### src/rtl/byte_decode_stream_pkg.sv
// -----------------------------------------------------------------------------
// byte_decode_stream_pkg
//   Shared definitions for the streaming ByteDecode_d stage:
//     - default modulus, polynomial length and widest coefficient width
//     - FSM state encoding
//     - single conditional subtraction used to reduce 12-bit coefficients
//   No ports (package).
// -----------------------------------------------------------------------------
package byte_decode_stream_pkg;

    // ML-KEM modulus; a 12-bit value is at most 4095 < 2*3329, so a single
    // conditional subtraction is a full reduction.
    localparam int DEF_Q        = 3329;
    localparam int DEF_N_COEFFS = 256;
    localparam int DEF_D_MAX    = 12;

    typedef enum logic [1:0] {
        IDLE = 2'd0,
        RUN  = 2'd1,
        DONE = 2'd2
    } state_t;

    // Returns v - q when v >= q, otherwise v. Sized generously so callers can
    // zero-extend any coefficient width up to 16 bits.
    function automatic logic [15:0] mod_q_once(input logic [15:0] v, input logic [15:0] q);
        return (v >= q) ? (v - q) : v;
    endfunction

endpackage

### src/rtl/byte_decode_stream_bytes2bits.sv
// -----------------------------------------------------------------------------
// bytes2bits
//   Flattens an N_BYTES-wide beat into a little-endian bitstream: bit k of
//   byte b becomes stream bit 8*b + k, so byte[0] bit 0 is the first bit of
//   the beat. The mapping is pure wiring; it exists as its own block so the
//   stream ordering is defined in exactly one place.
//
//   Ports:
//     i_bytes  in   N_BYTES*8  beat, byte[0] in bits [7:0]
//     o_bits   out  N_BYTES*8  bitstream, stream bit 0 in bit 0
// -----------------------------------------------------------------------------
module bytes2bits #(
    parameter int N_BYTES = 4
) (
    input  logic [N_BYTES*8-1:0] i_bytes,
    output logic [N_BYTES*8-1:0] o_bits
);

    always_comb begin
        o_bits = '0;
        for (int b = 0; b < N_BYTES; b++) begin
            for (int k = 0; k < 8; k++) begin
                o_bits[8*b + k] = i_bytes[8*b + k];
            end
        end
    end

endmodule

### src/rtl/byte_decode_stream.sv
// -----------------------------------------------------------------------------
// byte_decode_stream
//   Streaming ByteDecode_d. Accepts byte beats, appends them to a bit
//   accumulator and emits N_COEFFS unsigned d-bit coefficients, LSB-first
//   from the stream. For d == D_MAX (12) each coefficient is reduced mod Q.
//
//   Ports:
//     clk_i        in   1          clock, rising edge
//     rst_i        in   1          asynchronous active-high reset
//     start_i      in   1          begin one polynomial (honoured only in IDLE)
//     d_i          in   4          coefficient width 1..D_MAX, latched on start
//     bytes_i      in   N_BYTES*8  input beat, byte[0] = lowest stream bits
//     in_valid_i   in   1          input beat valid
//     in_ready_o   out  1          beat can be accepted this cycle
//     coeff_o      out  D_MAX      decoded coefficient, zero-extended
//     out_valid_o  out  1          coeff_o valid
//     out_ready_i  in   1          downstream accepts coeff_o
//     last_o       out  1          marks coefficient N_COEFFS-1
//     done_o       out  1          one-cycle pulse after the last coefficient
// -----------------------------------------------------------------------------
module byte_decode_stream
    import byte_decode_stream_pkg::*;
#(
    parameter int N_BYTES  = 4,
    parameter int D_MAX    = DEF_D_MAX,
    parameter int N_COEFFS = DEF_N_COEFFS,
    parameter int Q        = DEF_Q
) (
    input  logic                 clk_i,
    input  logic                 rst_i,
    input  logic                 start_i,
    input  logic [3:0]           d_i,
    input  logic [N_BYTES*8-1:0] bytes_i,
    input  logic                 in_valid_i,
    output logic                 in_ready_o,
    output logic [D_MAX-1:0]     coeff_o,
    output logic                 out_valid_o,
    input  logic                 out_ready_i,
    output logic                 last_o,
    output logic                 done_o
);

    localparam int BEAT_W  = N_BYTES * 8;
    // Holds up to d-1 leftover bits plus one full beat.
    localparam int ACC_W   = D_MAX - 1 + BEAT_W;
    localparam int FILL_W  = $clog2(ACC_W + 1);
    localparam int NB_LOG2 = $clog2(N_BYTES);
    localparam int BEATS_W = $clog2(32 * D_MAX / N_BYTES + 1);
    localparam int CNT_W   = $clog2(N_COEFFS);

    localparam logic [3:0]       D_MAX_L  = 4'(D_MAX);
    localparam logic [CNT_W-1:0] LAST_IDX = CNT_W'(N_COEFFS - 1);

    // ------------------------------------------------------------------
    // State and datapath registers
    // ------------------------------------------------------------------
    state_t               r_state;
    logic [3:0]           r_d;
    logic [ACC_W-1:0]     r_acc;
    logic [FILL_W-1:0]    r_fill;
    logic [BEATS_W-1:0]   r_beat_cnt;
    logic [CNT_W-1:0]     r_coeff_cnt;

    // ------------------------------------------------------------------
    // Combinational nets
    // ------------------------------------------------------------------
    state_t               w_state_nxt;
    logic                 w_start_ok;
    logic [BEAT_W-1:0]    w_bits;
    logic [BEATS_W-1:0]   w_beats_total;
    logic [FILL_W-1:0]    w_d_fill;
    logic [FILL_W:0]      w_fill_sum;
    logic                 w_room;
    logic                 w_in_fire;
    logic                 w_out_fire;
    logic                 w_last_fire;
    logic [ACC_W-1:0]     w_acc_base;
    logic [ACC_W-1:0]     w_beat_ext;
    logic [ACC_W-1:0]     w_acc_nxt;
    logic [FILL_W-1:0]    w_pos;
    logic [FILL_W-1:0]    w_fill_nxt;
    logic [D_MAX-1:0]     w_mask;
    logic [D_MAX-1:0]     w_raw;

    bytes2bits #(
        .N_BYTES (N_BYTES)
    ) u_bytes2bits (
        .i_bytes (bytes_i),
        .o_bits  (w_bits)
    );

    // A start is taken only from IDLE and only with a legal width; anything
    // else leaves the block idle so a bad d can never produce coefficients.
    assign w_start_ok = (r_state == IDLE) && start_i &&
                        (d_i != 4'd0) && (d_i <= D_MAX_L);

    // One polynomial is exactly N_COEFFS*d bits = 32*d bytes (N_COEFFS=256),
    // i.e. 32*d/N_BYTES beats. N_BYTES is a power of two, so divide by shift.
    assign w_beats_total = BEATS_W'((16'(r_d) << 5) >> NB_LOG2);

    assign w_d_fill   = FILL_W'(r_d);
    // Extra bit keeps the room check from wrapping.
    assign w_fill_sum = {1'b0, r_fill} + (FILL_W + 1)'(BEAT_W);
    assign w_room     = (w_fill_sum <= (FILL_W + 1)'(ACC_W));

    // ------------------------------------------------------------------
    // FSM next state and handshake outputs
    // ------------------------------------------------------------------
    always_comb begin
        w_state_nxt = r_state;
        in_ready_o  = 1'b0;
        out_valid_o = 1'b0;
        last_o      = 1'b0;
        done_o      = 1'b0;
        case (r_state)
            IDLE: begin
                if (w_start_ok) begin
                    w_state_nxt = RUN;
                end
            end
            RUN: begin
                in_ready_o  = (r_beat_cnt < w_beats_total) && w_room;
                out_valid_o = (r_fill >= w_d_fill);
                last_o      = out_valid_o && (r_coeff_cnt == LAST_IDX);
                if (out_valid_o && out_ready_i && last_o) begin
                    w_state_nxt = DONE;
                end
            end
            DONE: begin
                done_o      = 1'b1;
                w_state_nxt = IDLE;
            end
            default: begin
                w_state_nxt = IDLE;
            end
        endcase
    end

    assign w_in_fire   = in_valid_i && in_ready_o;
    assign w_out_fire  = out_valid_o && out_ready_i;
    assign w_last_fire = w_out_fire && last_o;

    // ------------------------------------------------------------------
    // Accumulator update
    //   Output transfer consumes d bits from the bottom; an incoming beat is
    //   appended just above the bits that remain, so with a simultaneous
    //   transfer it lands at fill - d. in_ready guarantees fill <= ACC_W -
    //   BEAT_W, so the shifted beat never spills past the top.
    //   Bits above fill are always zero, so OR-in is safe.
    // ------------------------------------------------------------------
    assign w_acc_base = w_out_fire ? (r_acc >> r_d) : r_acc;
    assign w_pos      = w_out_fire ? (r_fill - w_d_fill) : r_fill;
    assign w_beat_ext = {{(ACC_W - BEAT_W){1'b0}}, w_bits};
    assign w_acc_nxt  = w_in_fire ? (w_acc_base | (w_beat_ext << w_pos)) : w_acc_base;
    assign w_fill_nxt = w_pos + (w_in_fire ? FILL_W'(BEAT_W) : {FILL_W{1'b0}});

    // ------------------------------------------------------------------
    // Coefficient extraction
    //   For d == D_MAX the raw value is at most 4095, so one subtraction of
    //   Q suffices. Narrower widths are passed through unreduced.
    // ------------------------------------------------------------------
    assign w_mask  = ~({D_MAX{1'b1}} << r_d);
    assign w_raw   = r_acc[D_MAX-1:0] & w_mask;
    assign coeff_o = (r_d == D_MAX_L) ? D_MAX'(mod_q_once(16'(w_raw), 16'(Q))) : w_raw;

    // ------------------------------------------------------------------
    // State register
    // ------------------------------------------------------------------
    always_ff @(posedge clk_i or posedge rst_i) begin
        if (rst_i) begin
            r_state <= IDLE;
        end else begin
            r_state <= w_state_nxt;
        end
    end

    // ------------------------------------------------------------------
    // Datapath registers
    //   Outside RUN (and on the final transfer) the accumulator and counters
    //   are cleared, so any leftover bits from a malformed stream are dropped
    //   and coeff_o reads 0 while idle.
    // ------------------------------------------------------------------
    always_ff @(posedge clk_i or posedge rst_i) begin
        if (rst_i) begin
            r_d         <= 4'd0;
            r_acc       <= '0;
            r_fill      <= '0;
            r_beat_cnt  <= '0;
            r_coeff_cnt <= '0;
        end else begin
            if (w_start_ok) begin
                r_d <= d_i;
            end
            if ((r_state == RUN) && !w_last_fire) begin
                r_acc       <= w_acc_nxt;
                r_fill      <= w_fill_nxt;
                r_beat_cnt  <= r_beat_cnt + {{(BEATS_W-1){1'b0}}, w_in_fire};
                r_coeff_cnt <= r_coeff_cnt + {{(CNT_W-1){1'b0}}, w_out_fire};
            end else begin
                r_acc       <= '0;
                r_fill      <= '0;
                r_beat_cnt  <= '0;
                r_coeff_cnt <= '0;
            end
        end
    end

endmodule
### config.mk
export PLATFORM = sky130hd
export DESIGN_NAME = byte_decode_stream
export DESIGN_NICKNAME = d
export VERILOG_FILES = /design/src/rtl/byte_decode_stream_pkg.sv /design/src/rtl/byte_decode_stream_bytes2bits.sv /design/src/rtl/byte_decode_stream.sv
export SDC_FILE = /design/constraint.sdc
export NUM_CORES = 1
export LEC_CHECK = 0
export ABC_AREA = 1
export BUFFER_PORTS_ARGS = -buffer_cell sky130_fd_sc_hd__buf_2
export CORE_ASPECT_RATIO = 0.8
export CORE_MARGIN = 2
export CORE_UTILIZATION = 62
export DETAILED_ROUTE_END_ITERATION = 8
export MAX_ROUTING_LAYER = met4
export PLACE_DENSITY = 0.82
export SLEW_MARGIN = 40
export SYNTH_ARGS = -nofsm -noshare
export SYNTH_HDL_FRONTEND = slang
export SYNTH_SLANG_ARGS = --single-unit
### constraint.sdc
create_clock -name clk_i -period 5.2 [get_ports clk_i]
set_input_delay 1.04 -clock clk_i [delete_from_list [all_inputs] [get_ports clk_i]]
set_output_delay 1.04 -clock clk_i [all_outputs]
set_load 0.01 [all_outputs]
==> results.md <==
* Gr busiest metal: met2
* Reg2Reg Launch Point: r_d[1]
* Routing usage on met3 at 0.0977
* Slowest cell delay on critical path at 0.53 ns
* Post-Syn Area at about 7600 um2
* Worst hold path class: flop to flop
* Final-report hold violation count at 0
* CP required at 4.16 ns
* Final core occ at 0.668
* Post-synth EDFFs at 0
* CP Cell Sequence: buf_4, nor2_1, inv_1, o21ai_0, ha_1, inv_1, nor2_1, nand2_1, a21oi_1, nand2_1, nand3_1, nor2_4, nand4_1, nor2_1, o22ai_1, buf_2
* Worst setup SP type: flop
* First-pass GRT wire length at a little over 40000 um
* Hold-fix buffers, CTS at 0
* Synth top area share at 0.229
* Met2 usage at 0.598
* Die ar. at about 13000 um2
* CP bufs+invs at 4
* Die Height at just over 100 um
* Layout filler cell count at 1222
* Area leader, netlist: dfrtp_1
* H-Tree Level Count at 3
* CP max-delay cell: o21ai_0
* Synth warnings at 0
* DR vias at 9078
* Commonest non-fill, non-tap cell in the layout: nand2_1
* Share of layout cells above drive strength 1 at 0.0904
* # port buffers at 56
* Worst setup EP type: primary output
* Pin count of the biggest net entering global routing at 66
* Initial cell density of the core at 0.631
* Setup WS post-layout at ~0.57 ns
* Post-DP HPWL at between 15000 and 20000 um
* Post-CTS setup buffer count at 0
* Final setup TNS at 0 ns
* Crit path max-delay family: simple AND/OR/NAND/NOR gates
* Synth cell types at 46
* Pins Over Slew Limit at 0
* Most frequent cells in the layout: nand2_1 (408), nand3_1 (234), o21ai_0 (135)
* Min Tclk post-route at ~4.6 ns
* Post-Syn Instances at roughly 1300
* Synth Area per Inst at 5.89 um2
* Worst EP arrival at 3.59 ns
* Flops & latches, synth at 70
* Crit path depth at 16
* Die X at 128 um
* Final setup viols at 0
* Max-Slew Margin vs Limit at 0.491
* Status: finished clean
* Maximum fanout along the worst path at a little over 40
* Clk_skew at between 0.006 and 0.007 ns
* Cell mode on critical path: nor2_1
* Post-synth ARST share at 1.00
* Initial DRC Count at around 1400
* Synth Flop Type: dfrtp_1
* Drt drc at 0
* Pre-CTS setup slack at 1.02 ns
* Cts repair resizes at 0
* CTS Root Cell: clkbuf_16
* Worst setup path start: r_d[1]
* Maximum clock path buffer count at 2
* CTS Buf Count at 9
* Reg2reg end: r_acc[40]
* Clk slew on worst S/H paths at roughly 0.05 ns
* DR pass1 iterations at 6
* Row count at 36
* Core area at approximately 12000 um2
* Gr usage total at 0.409
* Grt met1 use at 0.565
* Post-Syn Nets at 1353
* Post-synthesis sequential area ratio at 0.229
* Maxcap violations at 0
* CTS sink cnt at 70
* Synth area leaders: dfrtp_1 (23%), nand2_1 (20%), nand3_1 (15%)
* Gpl congestion at just over 1
* Synthesis-to-finish area growth at 5.96%
* # IOs at 57
* GR Overflow Total at 0
* RSZ-0062 raised after global routing: no
* Drt wl/cell at 17.6 um
* Post-Route WL at approximately 26000 um
* Max frequency at 0.216 GHz
* Fin nets at approximately 1400
* Initial antenna violation count at 0
* Diodes inserted at 0
* Tcrit/Tclk final at 0.891
* Critical path class: flop to primary output
* Final ANT Viol Nets at 0
* Vias in the first global route at ~8000
* Worst r2r path cells at 17
* Worst-Skew Late Latency at 0.34 ns
* Crit path to: coeff_o[7]
* TritonCTS clock tree: built
* Vias per cell at ~6.2
* R2r setup slk at just under 1 ns
* Actual slew at the worst max-slew pin at approximately 0.76 ns
worst register-to-register path, stage by stage (launching register included):
cell and delay (ns):
dfrtp_1 0.32, buf_4 0.34, inv_1 0.26, fa_1 0.50
nand2_1 0.08, nand2_1 0.06, nand2_2 0.10, nand2_4 0.09
nand3_4 0.28, inv_4 0.12, or2_1 0.26, nand2_2 0.46
inv_1 0.51, nand3_1 0.29, nand3_1 0.13, nand2_1 0.08
nand3_1 0.10, a21oi_1 0.17
state kept, by name (all words and copies together), names as in the netlist:
| signal | count |
|---|---|
| r_acc | 43 |
| r_beat_cnt | 7 |
| r_coeff_cnt | 8 |
| r_d | 4 |
| r_fill | 6 |
| r_state | 2 |
worst min-delay path by stage:
stage | from | to | slack, ns | cells past startpoint
after CTS | r_coeff_cnt[2] | r_coeff_cnt[2] | 0.52 | 1
after detailed placement | r_coeff_cnt[2] | r_coeff_cnt[2] | 0.51 | 1
final | r_coeff_cnt[2] | r_coeff_cnt[2] | 0.51 | 1
after floorplan | r_coeff_cnt[2] | r_coeff_cnt[2] | 0.48 | 1
after global routing | r_coeff_cnt[2] | r_coeff_cnt[2] | 0.56 | 1
after global placement | r_coeff_cnt[2] | r_coeff_cnt[2] | 0.50 | 1
per-layer routing:
layer,wire (um),part of all wire,up-vias
met5,0,0,-
met4,667,0.026,0
met3,2750,0.11,66
met2,11100,0.43,539
met1,11200,0.44,4151
li1,-,-,4322
Yosys cell counts, types with 4 or more instances:
| library cell | n |
|---|---|
| buf_2 | 16 |
| nand4_1 | 8 |
| nand3_1 | 234 |
| a22oi_1 | 6 |
| ha_1 | 13 |
| inv_2 | 6 |
| mux2i_1 | 13 |
| dfrtp_1 | 70 |
| clkbuf_1 | 37 |
| o21ai_0 | 135 |
| nand2_2 | 8 |
| o21a_1 | 6 |
| buf_6 | 8 |
| xor2_1 | 13 |
| a21oi_1 | 60 |
| nor2_1 | 73 |
| a31oi_1 | 6 |
| buf_1 | 7 |
| o211ai_1 | 4 |
| nor3_1 | 11 |
| buf_4 | 9 |
| o22ai_1 | 10 |
| inv_1 | 95 |
| nand2_1 | 408 |
| nand2_4 | 4 |
| o21ai_1 | 4 |
area by class of cell:
class,instances,area (um2),share of cell area
multi-input cells,1046,5090,0.628
flip-flops and latches,70,1750,0.216
inverters,105,399,0.0493
repair buffers,70,393,0.0485
clock buffers,13,270,0.0334
well taps,152,190,0.0235
clock inverters,1,5.00,0.000618
through the flow:
step,instances,hold slack (ns),instance area [um2]
floorplan,1298,0.477,7640
global placement,1442,0.499,7810
detailed placement,1443,0.507,7820
CTS,1457,0.516,8100
global route,1457,0.565,8100
finish,1457,0.513,8100
kinds of logic (layout without fill, tap and decap cells):
kind of cell | count (synthesis) | after routing | share of synthesized area
flops | 70 | 70 | 0.229
xor+xnor | 17 | 17 | 0.0219
compound gates | 242 | 242 | 0.172
mux | 13 | 13 | 0.0170
buf+inv | 182 | 189 | 0.105
simple gates | 760 | 760 | 0.431
fa+ha+maj | 14 | 14 | 0.0239
Power is left out: the tool's default activity adds up to more than one toggle a clock period on the data nets, which glitch-free logic cannot reach.
